File: src/rtl/bnn_pkg.sv
// bnn_pkg: shared types, sizes and helpers for the binarized network datapath.
package bnn_pkg;

  localparam int unsigned N_CLASS = 10;
  localparam int unsigned ACC_W   = 10;

  typedef enum logic [1:0] {IDLE, ACCUM, ARGMAX, DONE} fc_state_t;

  localparam logic signed [ACC_W-1:0] ACC_MAX = {1'b0, {(ACC_W-1){1'b1}}};
  localparam logic signed [ACC_W-1:0] ACC_MIN = {1'b1, {(ACC_W-1){1'b0}}};
  localparam logic signed [ACC_W-1:0] ACC_ONE = ACC_W'(1);

  // +1 when up is set, -1 otherwise; clamps at the signed range ends.
  function automatic logic signed [ACC_W-1:0] sat_pm1(input logic signed [ACC_W-1:0] a,
                                                      input logic                      up);
    logic signed [ACC_W-1:0] r;
    if (up) begin
      r = (a == ACC_MAX) ? a : a + ACC_ONE;
    end else begin
      r = (a == ACC_MIN) ? a : a - ACC_ONE;
    end
    return r;
  endfunction

endpackage

File: src/rtl/fc_scheduler_if.sv
// fc_scheduler_if: activation stream, weight-memory port and result bus of the FC scheduler.
// FC_BIAS_EN adds the per-class fc_bias input.
interface fc_scheduler_if #(
  parameter int unsigned N_IN = 121,
  parameter int unsigned AW   = $clog2(N_IN)
) ();
  import bnn_pkg::*;

  logic                       start;
  logic                       act_bit;
  logic                       act_valid;
  logic                       act_ready;
  logic                       w_rd;
  logic [AW-1:0]              w_addr;
  logic [N_CLASS-1:0]         w_data;
  logic [N_CLASS*ACC_W-1:0]   fc_result;
  logic                       fc_result_valid;
  logic [N_CLASS-1:0]         classes;
  logic                       done;
`ifdef FC_BIAS_EN
  logic [N_CLASS*ACC_W-1:0]   fc_bias;

  modport slave (
    input  start, act_bit, act_valid, w_data, fc_bias,
    output act_ready, w_rd, w_addr, fc_result, fc_result_valid, classes, done
  );
  modport master (
    output start, act_bit, act_valid, w_data, fc_bias,
    input  act_ready, w_rd, w_addr, fc_result, fc_result_valid, classes, done
  );
`else
  modport slave (
    input  start, act_bit, act_valid, w_data,
    output act_ready, w_rd, w_addr, fc_result, fc_result_valid, classes, done
  );
  modport master (
    output start, act_bit, act_valid, w_data,
    input  act_ready, w_rd, w_addr, fc_result, fc_result_valid, classes, done
  );
`endif

endinterface

File: src/rtl/fc_argmax.sv
// fc_argmax: sequential argmax over a packed signed accumulator bus, one class per cycle.
// Strict > keeps the lowest index on ties.
module fc_argmax #(
  parameter int unsigned N_CLASS = 10,
  parameter int unsigned ACC_W   = 10
) (
  input  logic                     clk,
  input  logic                     rst,
  input  logic                     i_clr,
  input  logic                     i_start,
  input  logic [N_CLASS*ACC_W-1:0] i_acc,
  output logic                     o_done,
  output logic [N_CLASS-1:0]       o_onehot
);

  localparam int unsigned IW = $clog2(N_CLASS);

  logic                    r_busy;
  logic                    r_done;
  logic [IW-1:0]           r_k;
  logic [IW-1:0]           r_best_idx;
  logic signed [ACC_W-1:0] r_best;
  logic [N_CLASS-1:0]      r_onehot;

  logic                    w_active;
  logic                    w_last;
  logic                    w_gt;
  logic [IW-1:0]           w_k;
  logic [IW-1:0]           w_base_idx;
  logic [IW-1:0]           w_win_idx;
  logic signed [ACC_W-1:0] w_base;
  logic signed [ACC_W-1:0] w_cand;
  logic signed [ACC_W-1:0] w_win;
  logic [N_CLASS-1:0]      w_onehot;

  // Compare stage: the start cycle seeds best with class 0 and already compares class 1.
  always_comb begin
    w_active   = i_start | r_busy;
    w_k        = i_start ? IW'(1) : r_k;
    w_base     = i_start ? $signed(i_acc[ACC_W-1:0]) : r_best;
    w_base_idx = i_start ? '0 : r_best_idx;
    w_cand     = $signed(i_acc[w_k*ACC_W +: ACC_W]);
    w_gt       = w_cand > w_base;
    w_win      = w_gt ? w_cand : w_base;
    w_win_idx  = w_gt ? w_k : w_base_idx;
    w_last     = (w_k == IW'(N_CLASS - 1));
    w_onehot   = '0;
    for (int i = 0; i < int'(N_CLASS); i++) begin
      w_onehot[i] = (w_win_idx == IW'(i));
    end
  end

  // Running best, compare index and held one-hot result.
  always_ff @(posedge clk) begin
    if (rst) begin
      r_busy     <= 1'b0;
      r_done     <= 1'b0;
      r_k        <= '0;
      r_best_idx <= '0;
      r_best     <= '0;
      r_onehot   <= '0;
    end else begin
      r_done <= 1'b0;
      if (i_clr) begin
        r_busy   <= 1'b0;
        r_k      <= '0;
        r_onehot <= '0;
      end else if (w_active) begin
        r_best     <= w_win;
        r_best_idx <= w_win_idx;
        r_k        <= w_last ? '0 : w_k + IW'(1);
        r_busy     <= ~w_last;
        if (w_last) begin
          r_onehot <= w_onehot;
          r_done   <= 1'b1;
        end
      end
    end
  end

  assign o_done   = r_done;
  assign o_onehot = r_onehot;

endmodule

File: src/rtl/fc_scheduler.sv
// fc_scheduler: streams binarized activations, issues one weight read per activation,
// accumulates XNOR +/-1 votes per class with saturation and runs a sequential argmax.
// Optional FC_BIAS_EN: accumulators start from the fc_bias input instead of zero.
module fc_scheduler
  import bnn_pkg::*;
#(
  parameter int unsigned N_IN = 121,
  parameter int unsigned AW   = $clog2(N_IN)
) (
  input logic           clk,
  input logic           rst,
  fc_scheduler_if.slave bus
);

  // Counter must be able to hold N_IN itself, one past the last address.
  localparam int unsigned    CW      = $clog2(N_IN + 1);
  localparam logic [CW-1:0]  CNT_END = CW'(N_IN);

  fc_state_t               r_state;
  fc_state_t               w_state_nxt;
  logic [CW-1:0]           r_cnt;
  logic                    r_act;
  logic                    r_pend;
  logic                    r_fc_valid;
  logic signed [ACC_W-1:0] r_acc [N_CLASS];

  logic                    w_ready;
  logic                    w_xfer;
  logic                    w_last_acc;
  logic                    w_frame_start;
  logic                    w_argmax_done;
  logic [N_CLASS-1:0]      w_classes;

  assign w_frame_start = (r_state == IDLE) && bus.start;
  // The pending accumulate that follows the N_IN-th transfer closes the frame.
  assign w_last_acc    = r_pend && (r_cnt == CNT_END);

  // Next-state and handshake/weight-read outputs.
  always_comb begin
    w_state_nxt = r_state;
    w_ready     = 1'b0;
    w_xfer      = 1'b0;
    unique case (r_state)
      IDLE:    if (bus.start) w_state_nxt = ACCUM;
      ACCUM: begin
        w_ready = (r_cnt < CNT_END);
        w_xfer  = w_ready && bus.act_valid;
        if (w_last_acc) w_state_nxt = ARGMAX;
      end
      ARGMAX:  if (w_argmax_done) w_state_nxt = DONE;
      DONE:    w_state_nxt = IDLE;
      default: w_state_nxt = IDLE;
    endcase
    bus.act_ready = w_ready;
    bus.w_rd      = w_xfer;
    bus.w_addr    = r_cnt[AW-1:0];
  end

  // State register.
  always_ff @(posedge clk) begin
    if (rst) r_state <= IDLE;
    else     r_state <= w_state_nxt;
  end

  // Input counter, activation pipeline register and saturating accumulators.
  always_ff @(posedge clk) begin
    if (rst) begin
      r_cnt      <= '0;
      r_act      <= 1'b0;
      r_pend     <= 1'b0;
      r_fc_valid <= 1'b0;
      for (int k = 0; k < int'(N_CLASS); k++) r_acc[k] <= '0;
    end else begin
      r_pend     <= w_xfer;
      r_fc_valid <= w_last_acc;
      if (w_xfer) begin
        r_act <= bus.act_bit;
        r_cnt <= r_cnt + CW'(1);
      end
      if (w_frame_start) begin
        r_cnt <= '0;
        for (int k = 0; k < int'(N_CLASS); k++) begin
`ifdef FC_BIAS_EN
          r_acc[k] <= $signed(bus.fc_bias[k*ACC_W +: ACC_W]);
`else
          r_acc[k] <= '0;
`endif
        end
      end else if (r_pend) begin
        // w_data answers the read issued with the activation now held in r_act.
        for (int k = 0; k < int'(N_CLASS); k++) begin
          r_acc[k] <= sat_pm1(r_acc[k], r_act ~^ bus.w_data[k]);
        end
      end
    end
  end

  // Pack the accumulators onto the result bus.
  always_comb begin
    bus.fc_result = '0;
    for (int k = 0; k < int'(N_CLASS); k++) begin
      bus.fc_result[k*ACC_W +: ACC_W] = r_acc[k];
    end
  end

  fc_argmax #(
    .N_CLASS (N_CLASS),
    .ACC_W   (ACC_W)
  ) u_argmax (
    .clk      (clk),
    .rst      (rst),
    .i_clr    (w_frame_start),
    .i_start  (r_fc_valid),
    .i_acc    (bus.fc_result),
    .o_done   (w_argmax_done),
    .o_onehot (w_classes)
  );

  assign bus.fc_result_valid = r_fc_valid;
  assign bus.classes         = w_classes;
  assign bus.done            = w_argmax_done;

endmodule

File: src/flat_wrapper.sv
// flat-port wrapper written by rule: the top's interface ports become plain ports
module fc_scheduler_flat import bnn_pkg::*;
#(
  parameter int unsigned N_IN = 121,
  parameter int unsigned AW   = $clog2(N_IN)
)
  (clk, rst, bus_start, bus_act_bit, bus_act_valid, bus_w_data, bus_act_ready, bus_w_rd, bus_w_addr, bus_fc_result, bus_fc_result_valid, bus_classes, bus_done);
  fc_scheduler_if #(.N_IN(N_IN), .AW(AW)) bus_i ();
  input logic clk;
  input logic rst;
  input wire logic [$bits(bus_i.start)-1:0] bus_start;
  input wire logic [$bits(bus_i.act_bit)-1:0] bus_act_bit;
  input wire logic [$bits(bus_i.act_valid)-1:0] bus_act_valid;
  input wire logic [$bits(bus_i.w_data)-1:0] bus_w_data;
  output wire logic [$bits(bus_i.act_ready)-1:0] bus_act_ready;
  output wire logic [$bits(bus_i.w_rd)-1:0] bus_w_rd;
  output wire logic [$bits(bus_i.w_addr)-1:0] bus_w_addr;
  output wire logic [$bits(bus_i.fc_result)-1:0] bus_fc_result;
  output wire logic [$bits(bus_i.fc_result_valid)-1:0] bus_fc_result_valid;
  output wire logic [$bits(bus_i.classes)-1:0] bus_classes;
  output wire logic [$bits(bus_i.done)-1:0] bus_done;
  assign bus_i.start = bus_start;
  assign bus_i.act_bit = bus_act_bit;
  assign bus_i.act_valid = bus_act_valid;
  assign bus_i.w_data = bus_w_data;
  assign bus_act_ready = bus_i.act_ready;
  assign bus_w_rd = bus_i.w_rd;
  assign bus_w_addr = bus_i.w_addr;
  assign bus_fc_result = bus_i.fc_result;
  assign bus_fc_result_valid = bus_i.fc_result_valid;
  assign bus_classes = bus_i.classes;
  assign bus_done = bus_i.done;
  fc_scheduler #(.N_IN(N_IN), .AW(AW)) u_core (.clk(clk), .rst(rst), .bus(bus_i));
endmodule
File: config.mk
export PLATFORM = sky130hd
export DESIGN_NAME = fc_scheduler_flat
export DESIGN_NICKNAME = d
export VERILOG_FILES = /design/src/rtl/bnn_pkg.sv /design/src/rtl/fc_scheduler_if.sv /design/src/rtl/fc_argmax.sv /design/src/rtl/fc_scheduler.sv /design/src/flat_wrapper.sv
export SDC_FILE = /design/constraint.sdc
export NUM_CORES = 1
export LEC_CHECK = 0
export ABC_CLOCK_PERIOD_IN_PS = 5450
export CAP_MARGIN = 10
export CORE_UTILIZATION = 40
export CTS_CLUSTER_DIAMETER = 80
export CTS_CLUSTER_SIZE = 40
export DETAILED_ROUTE_END_ITERATION = 12
export PLACE_DENSITY = 0.65
export SYNTH_ARGS = -nofsm -noshare
export SYNTH_HDL_FRONTEND = slang
export SYNTH_HIERARCHICAL = 1
export SYNTH_SLANG_ARGS = --single-unit
File: constraint.sdc
create_clock -name clk -period 5.45 [get_ports clk]
set_clock_uncertainty 0.2 [all_clocks]
set_input_delay 0.8175 -clock clk [delete_from_list [all_inputs] [get_ports clk]]
set_output_delay 0.8175 -clock clk [all_outputs]
set_load 0.02 [all_outputs]
==> out/qor.yml, run 1 <==
yosys:
  ys_warn_count: 6
  synth-seq-area-share_pct: 38.5
  synth_enable_flop_cells: 100
  async_reset_ff_share_pct: 0
  synth_area_sq_um: 9980
  syn_inst: 1081
  synth_area_per_cell_sq_um: 9.24
  synth.most_common_cell: "nor2_1"
  yosysTopAreaCell: "edfxtp_1"
  synth-seq-cells: 142
  syn-num-nets: 1128
  ys.flop_type: "edfxtp_1"
  synth.distinct_cells: 84
  synthTopCellsByArea: "edfxtp_1 (30%), dfxtp_1 (8.4%), nor2_1 (5.6%)"
  yosys-top-cells-count: "nor2_1 (148), edfxtp_1 (100), nand2_1 (84), xnor2_1 (62), a21oi_1 (49)"
  yosysTopAreaCellShare_pct: 30.1
min_path:
  hp-start: "u_core/u_argmax/r_best[9]"
  holdCritPathClass: "flip-flop to flip-flop"
  hold_depth: 2
setup_path:
  rr_startpoint: "u_core/u_argmax/r_k[0]"
  cp_max_fo: 20
  worstSetupStartpoint: "u_core/u_argmax/r_k[0]"
  crit_type: "flip-flop to flip-flop"
  worstPathBufferInverterCount: 2
  required_ns: 5.55
  path_delay_family: "simple AND/OR/NAND/NOR gates"
  start_kind: "flip-flop"
  worst_r2r_path_depth: 12
  reg2reg_to: "u_core/u_argmax/o_onehot[3]"
  end_kind: "flip-flop"
  r2r_setup_slack_ns: 1.16
  slowest_stage: "or2_1"
  endpoint: "u_core/u_argmax/o_onehot[3]"
  crit_chain: "buf_4 > nor2_2 > buf_4 > mux2i_1 > o211ai_1 > ha_1 > a21oi_1 > o21ai_1 > a221oi_2 > or2_1 > mux2i_1 > a211oi_2"
  crit_cells: 12
  max_stage_delay_ns: 0.76
  crit_arrival_ns: 4.39
routing:
  antenna_left: 0
  wl_um: 29200
  wl_per_cell_um: 19.0
  drtPass1Iterations: 5
  vias_per_cell: 5.90
  post-route-drc-count: 0
  drt_iter0_drc: 1011
  dr_total_vias: 9053
run_status:
  status: "finished clean"
grt:
  grt_pass1_wl_um: 45300
  grt_pass1_vias: 8062
  grt_max_degree: 46
  grt_overflow: 0
  antenna_found_initial: 0
  track_usage_pct: 22.3
cts:
  cts_tree: "done"
  clk_pin_slew_worst_paths_ns: 0.07
  numCtsBuffers: 17
  cts_resized: 0
  cts.sink_count: 142
  clk_latency_ns: 0.43
  post-cts-setup-buffers: 0
  htree_levels: 4
  clk_path_buf_depth: 2
  root_buffer: "clkbuf_16"
  ctsHoldBuffers: 0
cells_and_area:
  final_util_pct: 50.2
  areaGrowthSynthToFinish_pct: 22.7
  drive_above_1_share_pct: 8.09
  nets: 1245
  diodes: 0
  n_fill_cell: 2300
sta:
  worstMarginPinSlew_ns: 1.01
  fin_ws_ns: 1.16
  setup_viol_count_final: 0
  post-route-period-util_pct: 78.7
  fmax_mhz: 233
  slew_violations: 0
  max-slew-margin-rel_pct: 32.7
  finalCriticalPeriod_ns: 4.29
  timing.hold.ws_ns: 0.252
  finalHoldViolCount: 0
  rsz0062_at_grt: "no"
  setup_tns_ns: 0
power_and_ir_drop:
  power_w: 0.00501
  ir_drop_v: 0.000167
  power_density_nw_per_um2: 409
  p_leak_nw: 4.24
floorplanning:
  ios: 136
  start_util_pct: 40.9
  dieArea_sq_um: 25600
  die_x_um: 160
  fp.coreArea_sq_um: 24400
  die_height_um: 160
  num_rows: 57
place:
  dp_slack_ns: 1.28
  gp_congestion: 0.887
  portBuffers: 135
  dpl.hpwl_um: 20600
flow_run:
  cap_violations: 0
## metal layers
layer  track usage (%)  wire (um)  up-vias
met1              32.1      13600     4422
li1                  -          -     4278
met5                 0          0        -
met3              3.53       1590       31
met2              34.3      13500      322
met4              6.88        489        0
## registers in the layout, indices dropped and copies added, names as in the netlist, 2 cells and up
| register | flops |
|---|---|
| u_core/bus.w_addr | 7 |
| u_core/r_acc | 100 |
| u_core/r_state | 2 |
| u_core/u_argmax/o_onehot | 10 |
| u_core/u_argmax/r_best | 10 |
| u_core/u_argmax/r_best_idx | 4 |
| u_core/u_argmax/r_k | 4 |
## logic make-up (layout without fill, tap and decap cells)
logic type	count (synthesis)	after routing	share of synthesized area, %
xor gates and xnor gates	107	107	9.99
muxes	46	46	5.88
and+or+nand+nor	458	458	23.0
adders and majority gates	33	33	4.11
DFF	142	142	38.5
AOI/OAI and AO/OA	202	202	14.4
buffers and inverters	93	223	4.16
## worst min-delay path by stage
stage,to,slack (ns)
floorplan,u_core/u_argmax/r_best[0],0.22
global placement,u_core/u_argmax/r_best[0],0.24
detailed placement,u_core/u_argmax/r_best[1],0.24
CTS,u_core/u_argmax/r_best[1],0.25
global route,u_core/u_argmax/r_best[0],0.28
finish,u_core/u_argmax/r_best[9],0.25
## worst reg2reg max path: stages, from the launching register on
cell	delay (ns)
dfxtp_1	0.30
buf_4	0.23
nor2_2	0.56
buf_4	0.31
mux2i_1	0.28
o211ai_1	0.14
ha_1	0.35
a21oi_1	0.18
o21ai_1	0.09
a221oi_2	0.37
or2_1	0.76
mux2i_1	0.31
a211oi_2	0.09
## cell usage in the layout, fill, tap and decap left out, drive strengths merged, types with 32 or more instances in the layout
cell type / Yosys / routed
a21oi: 50 / 50
clkdlybuf4s50: 0 / 135
dfxtp: 42 / 42
edfxtp: 100 / 100
ha: 32 / 32
inv: 32 / 33
mux2i: 35 / 35
nand2: 85 / 85
nand3: 32 / 32
nand4: 33 / 33
nor2: 151 / 151
nor3: 44 / 44
xnor2: 67 / 67
xor2: 40 / 40
## stage by stage
step	cells	area, sq um
after floorplan	1081	9980
after global placement	1503	11600
after detailed placement	1503	11600
after CTS	1535	12200
after global routing	1535	12200
final	1535	12200
## power breakdown
part           leakage, nW  total [W]  switching, W  internal [W]
sequential            1.43    0.00184      0.000451       0.00139
combinational         2.51    0.00193       0.00106      0.000868
clock                0.296    0.00124      0.000474      0.000767
## area by class of cell
| type | instances | area [sq um] | area share, % |
|---|---|---|---|
| multi-input cells | 846 | 5730 | 46.8 |
| flip-flops and latches | 142 | 3840 | 31.4 |
| repair buffers | 158 | 1520 | 12.4 |
| clock buffers | 18 | 429 | 3.50 |
| well taps | 324 | 405 | 3.31 |
| clock inverters | 14 | 193 | 1.57 |
| inverters | 33 | 124 | 1.01 |
Power figures use the tool's default switching activity.
==> inputs of run 2 (changes only) <==
Settings changed: ABC_CLOCK_PERIOD_IN_PS 5450 to 4290.
Clock period 5.45 ns to 4.29 ns, I/O delays scaled along.
==> run 2 against run 1 <==
Against the previous run: wire length grew 1.2%; total power grew 30%; non-clock buffer count grew 12; global-route usage grew 0.60 points; sequential cell count is the same; sequential share of layout area shrank 0.31 points; via count grew 0.11%; combinational power grew 32%; critical path depth shrank 1; fmax grew 11%; critical endpoint is now u_core/u_argmax/r_best[9].
==> out/qor.yml, run 2 (synthesized netlist as in run 1, its figures left out) <==
place:
  placedInstanceArea_sq_um: 11700  # +0.78%
  gp_congestion: 0.941  # +6.0%
  portBuffers: 135  # unchanged
  dpl.hpwl_um: 20800  # +0.91%
grt:
  grt_max_degree: 54  # +17%
  track_usage_pct: 22.9  # +0.60 points
  grt_pass1_wl_um: 46300  # +2.2%
  grt_overflow: 0  # unchanged
  grt_pass1_vias: 8198  # +1.7%
  antenna_found_initial: 0  # unchanged
floorplanning:
  ios: 136  # unchanged
  num_rows: 57  # unchanged
  start_util_pct: 40.9  # unchanged
  die_height_um: 160  # unchanged
  die_x_um: 160  # unchanged
  dieArea_sq_um: 25600  # unchanged
  fp.coreArea_sq_um: 24400  # unchanged
power_and_ir_drop:
  sw_frac_of_total_pct: 38.7  # -0.90 points
  p_leak_nw: 4.31  # +1.8%
  p_comb_share_pct: 39.1  # +0.7 points
  power_density_nw_per_um2: 527  # +29%
  p_int_w: 0.00399  # +32%
  ir_drop_v: 0.000282  # +69%
  power.switching_w: 0.00252  # +27%
  pwr-share-clk_pct: 25.6  # +0.8 points
  power_frac_seq_pct: 35.3  # -1.5 points
routing:
  drt_iter0_drc: 1023  # +1.2%
  wl_met2_um: 13300  # -1.1%
  post-route-drc-count: 0  # unchanged
  wl_um: 29600  # +1.2%
  vias_per_cell: 5.86  # -0.67%
  wl_met1_um: 13400  # -1.8%
  highest_layer: "met4"
  drtPass1Iterations: 5  # unchanged
  dr_wl_met3_um: 2180  # +37%
  dr_total_vias: 9063  # +0.11%
  antenna_left: 0  # unchanged
  wl_per_cell_um: 19.1  # +0.46%
cts:
  clk_pin_slew_worst_paths_ns: 0.06  # about the same
  root_buffer: "clkbuf_16"
  cts.sink_count: 142  # unchanged
  cts_resized: 0  # unchanged
  htree_levels: 4  # unchanged
  post-cts-setup-buffers: 0  # unchanged
  clk_path_buf_depth: 2  # unchanged
  ctsHoldBuffers: 0  # unchanged
  numCtsBuffers: 17  # unchanged
  cts_tree: "done"
  clk_latency_ns: 0.43  # about the same
setup_path:
  reg2reg_to: "u_core/u_argmax/r_best[9]"
  rr_startpoint: "u_core/u_argmax/r_k[0]"
  max_stage_delay_ns: 0.81  # +0.05 ns
  r2r_setup_slack_ns: 0.43  # -0.73 ns
  worst_r2r_path_depth: 11  # -1
  cp_max_fo: 21  # +5.0%
  crit_arrival_ns: 4.02  # -0.37 ns
  required_ns: 4.45  # -1.10 ns
  start_kind: "flip-flop"
  crit_type: "flip-flop to flip-flop"
  end_kind: "flip-flop"
  crit_chain: "nor2_2 > mux2i_1 > o211ai_1 > ha_1 > nand4_2 > nor2_1 > a221oi_2 > buf_4 > nor2_1 > a32oi_1 > a21oi_1"
  slowest_stage: "nor2_2"
  worstPathBufferInverterCount: 1  # -1
  path_common_cell: "nor2_1"
  path_delay_family: "simple AND/OR/NAND/NOR gates"
run_status:
  status: "finished clean"
min_path:
  hp-start: "u_core/u_argmax/r_best[1]"
  whs_endpoint: "u_core/u_argmax/r_best[1]"
  holdCritPathClass: "flip-flop to flip-flop"
  hold_depth: 2  # unchanged
sta:
  setup_viol_count_final: 0  # unchanged
  worstMarginPinSlew_ns: 1.05  # +0.0460 ns
  post-route-period-util_pct: 89.9  # +11 points
  setup_tns_ns: 0  # unchanged
  finalHoldViolCount: 0  # unchanged
  rsz0062_at_grt: "no"
  slew_violations: 0  # unchanged
  finalCriticalPeriod_ns: 3.86  # -0.433 ns
  fmax_mhz: 259  # +11%
  max-slew-margin-rel_pct: 29.8  # -2.9 points
cells_and_area:
  nets: 1257  # +0.96%
  layout_common_cells: "nor2_1 (148), clkdlybuf4s50_1 (135), edfxtp_1 (100)"
  largest_reg_flops: 100  # unchanged
  final_common_cell: "nor2_1"
  drive_above_1_share_pct: 8.67  # +0.57 points
  final_area_sq_um: 12400  # +0.99%
  diodes: 0  # unchanged
  top_register: "u_core/r_acc"
  areaGrowthSynthToFinish_pct: 23.9
flow_run:
  cap_violations: 0  # unchanged
==> run 2: routing by layer <==
layer	up-vias	track usage [%]
met3	38	4.18
met1	4361	32.4
met2	360	35.0
met5	-	0
li1	4304	-
met4	0	8.10
==> run 2: final cells by class <==
type | count | area [sq um]
fill | 2249 | 12000
inverter | 33 | 124
timing repair buffer | 170 | 1610
sequential | 142 | 3840
tap | 324 | 405
clock buffer | 19 | 433
clock inverter | 13 | 220
multi-input combinational | 846 | 5730
==> run 2: worst max-delay path by stage <==
stage | start | end | slack, ns | cells after the start
2_1_floorplan | u_core/bus.fc_result_valid | u_core/u_argmax/o_onehot[3] | 1.04 | 13
3_3_place_gp | bus_w_data[7] | u_core/r_acc[7][6] | 0.58 | 9
3_5_place_dp | u_core/u_argmax/r_k[0] | u_core/u_argmax/r_best_idx[1] | 0.54 | 11
4_1_cts | u_core/u_argmax/r_k[0] | u_core/u_argmax/r_best[9] | 0.54 | 12
5_1_grt | u_core/u_argmax/r_k[0] | u_core/u_argmax/r_best[7] | 0.20 | 12
6_report | u_core/u_argmax/r_k[0] | u_core/u_argmax/r_best[9] | 0.43 | 11
==> run 2: tightest hold or removal path: cells and delay by family (launching register included) <==
| family | cells | cell delay, ns |
|---|---|---|
| simple gates | 1 | 0.05 |
| compound gates | 1 | 0.05 |
| flops | 1 | 0.31 |
==> run 2: per-stage QoR <==
stage | hold WS, ns | power [W] | setup slack, ns | instances | util, %
floorplan | 0.223 | 0.00381 | 1.04 | 1081 | -
global placement | 0.237 | 0.00479 | 0.577 | 1515 | 48.0
detailed placement | 0.244 | 0.00482 | 0.544 | 1515 | 48.0
CTS | 0.251 | 0.00650 | 0.536 | 1547 | 50.7
global route | 0.267 | 0.00684 | 0.203 | 1547 | 50.7
finish | 0.255 | 0.00651 | 0.432 | 1547 | 50.7
==> run 2: power groups by stage <==
stage | logic [W] | clock network [W] | registers (W)
final | 0.00255 | 0.00167 | 0.00230
after CTS | 0.00252 | 0.00169 | 0.00229
after detailed placement | 0.00251 | 0 | 0.00231
after floorplan | 0.00146 | 0 | 0.00235
after global routing | 0.00275 | 0.00174 | 0.00234
after global placement | 0.00248 | 0 | 0.00232
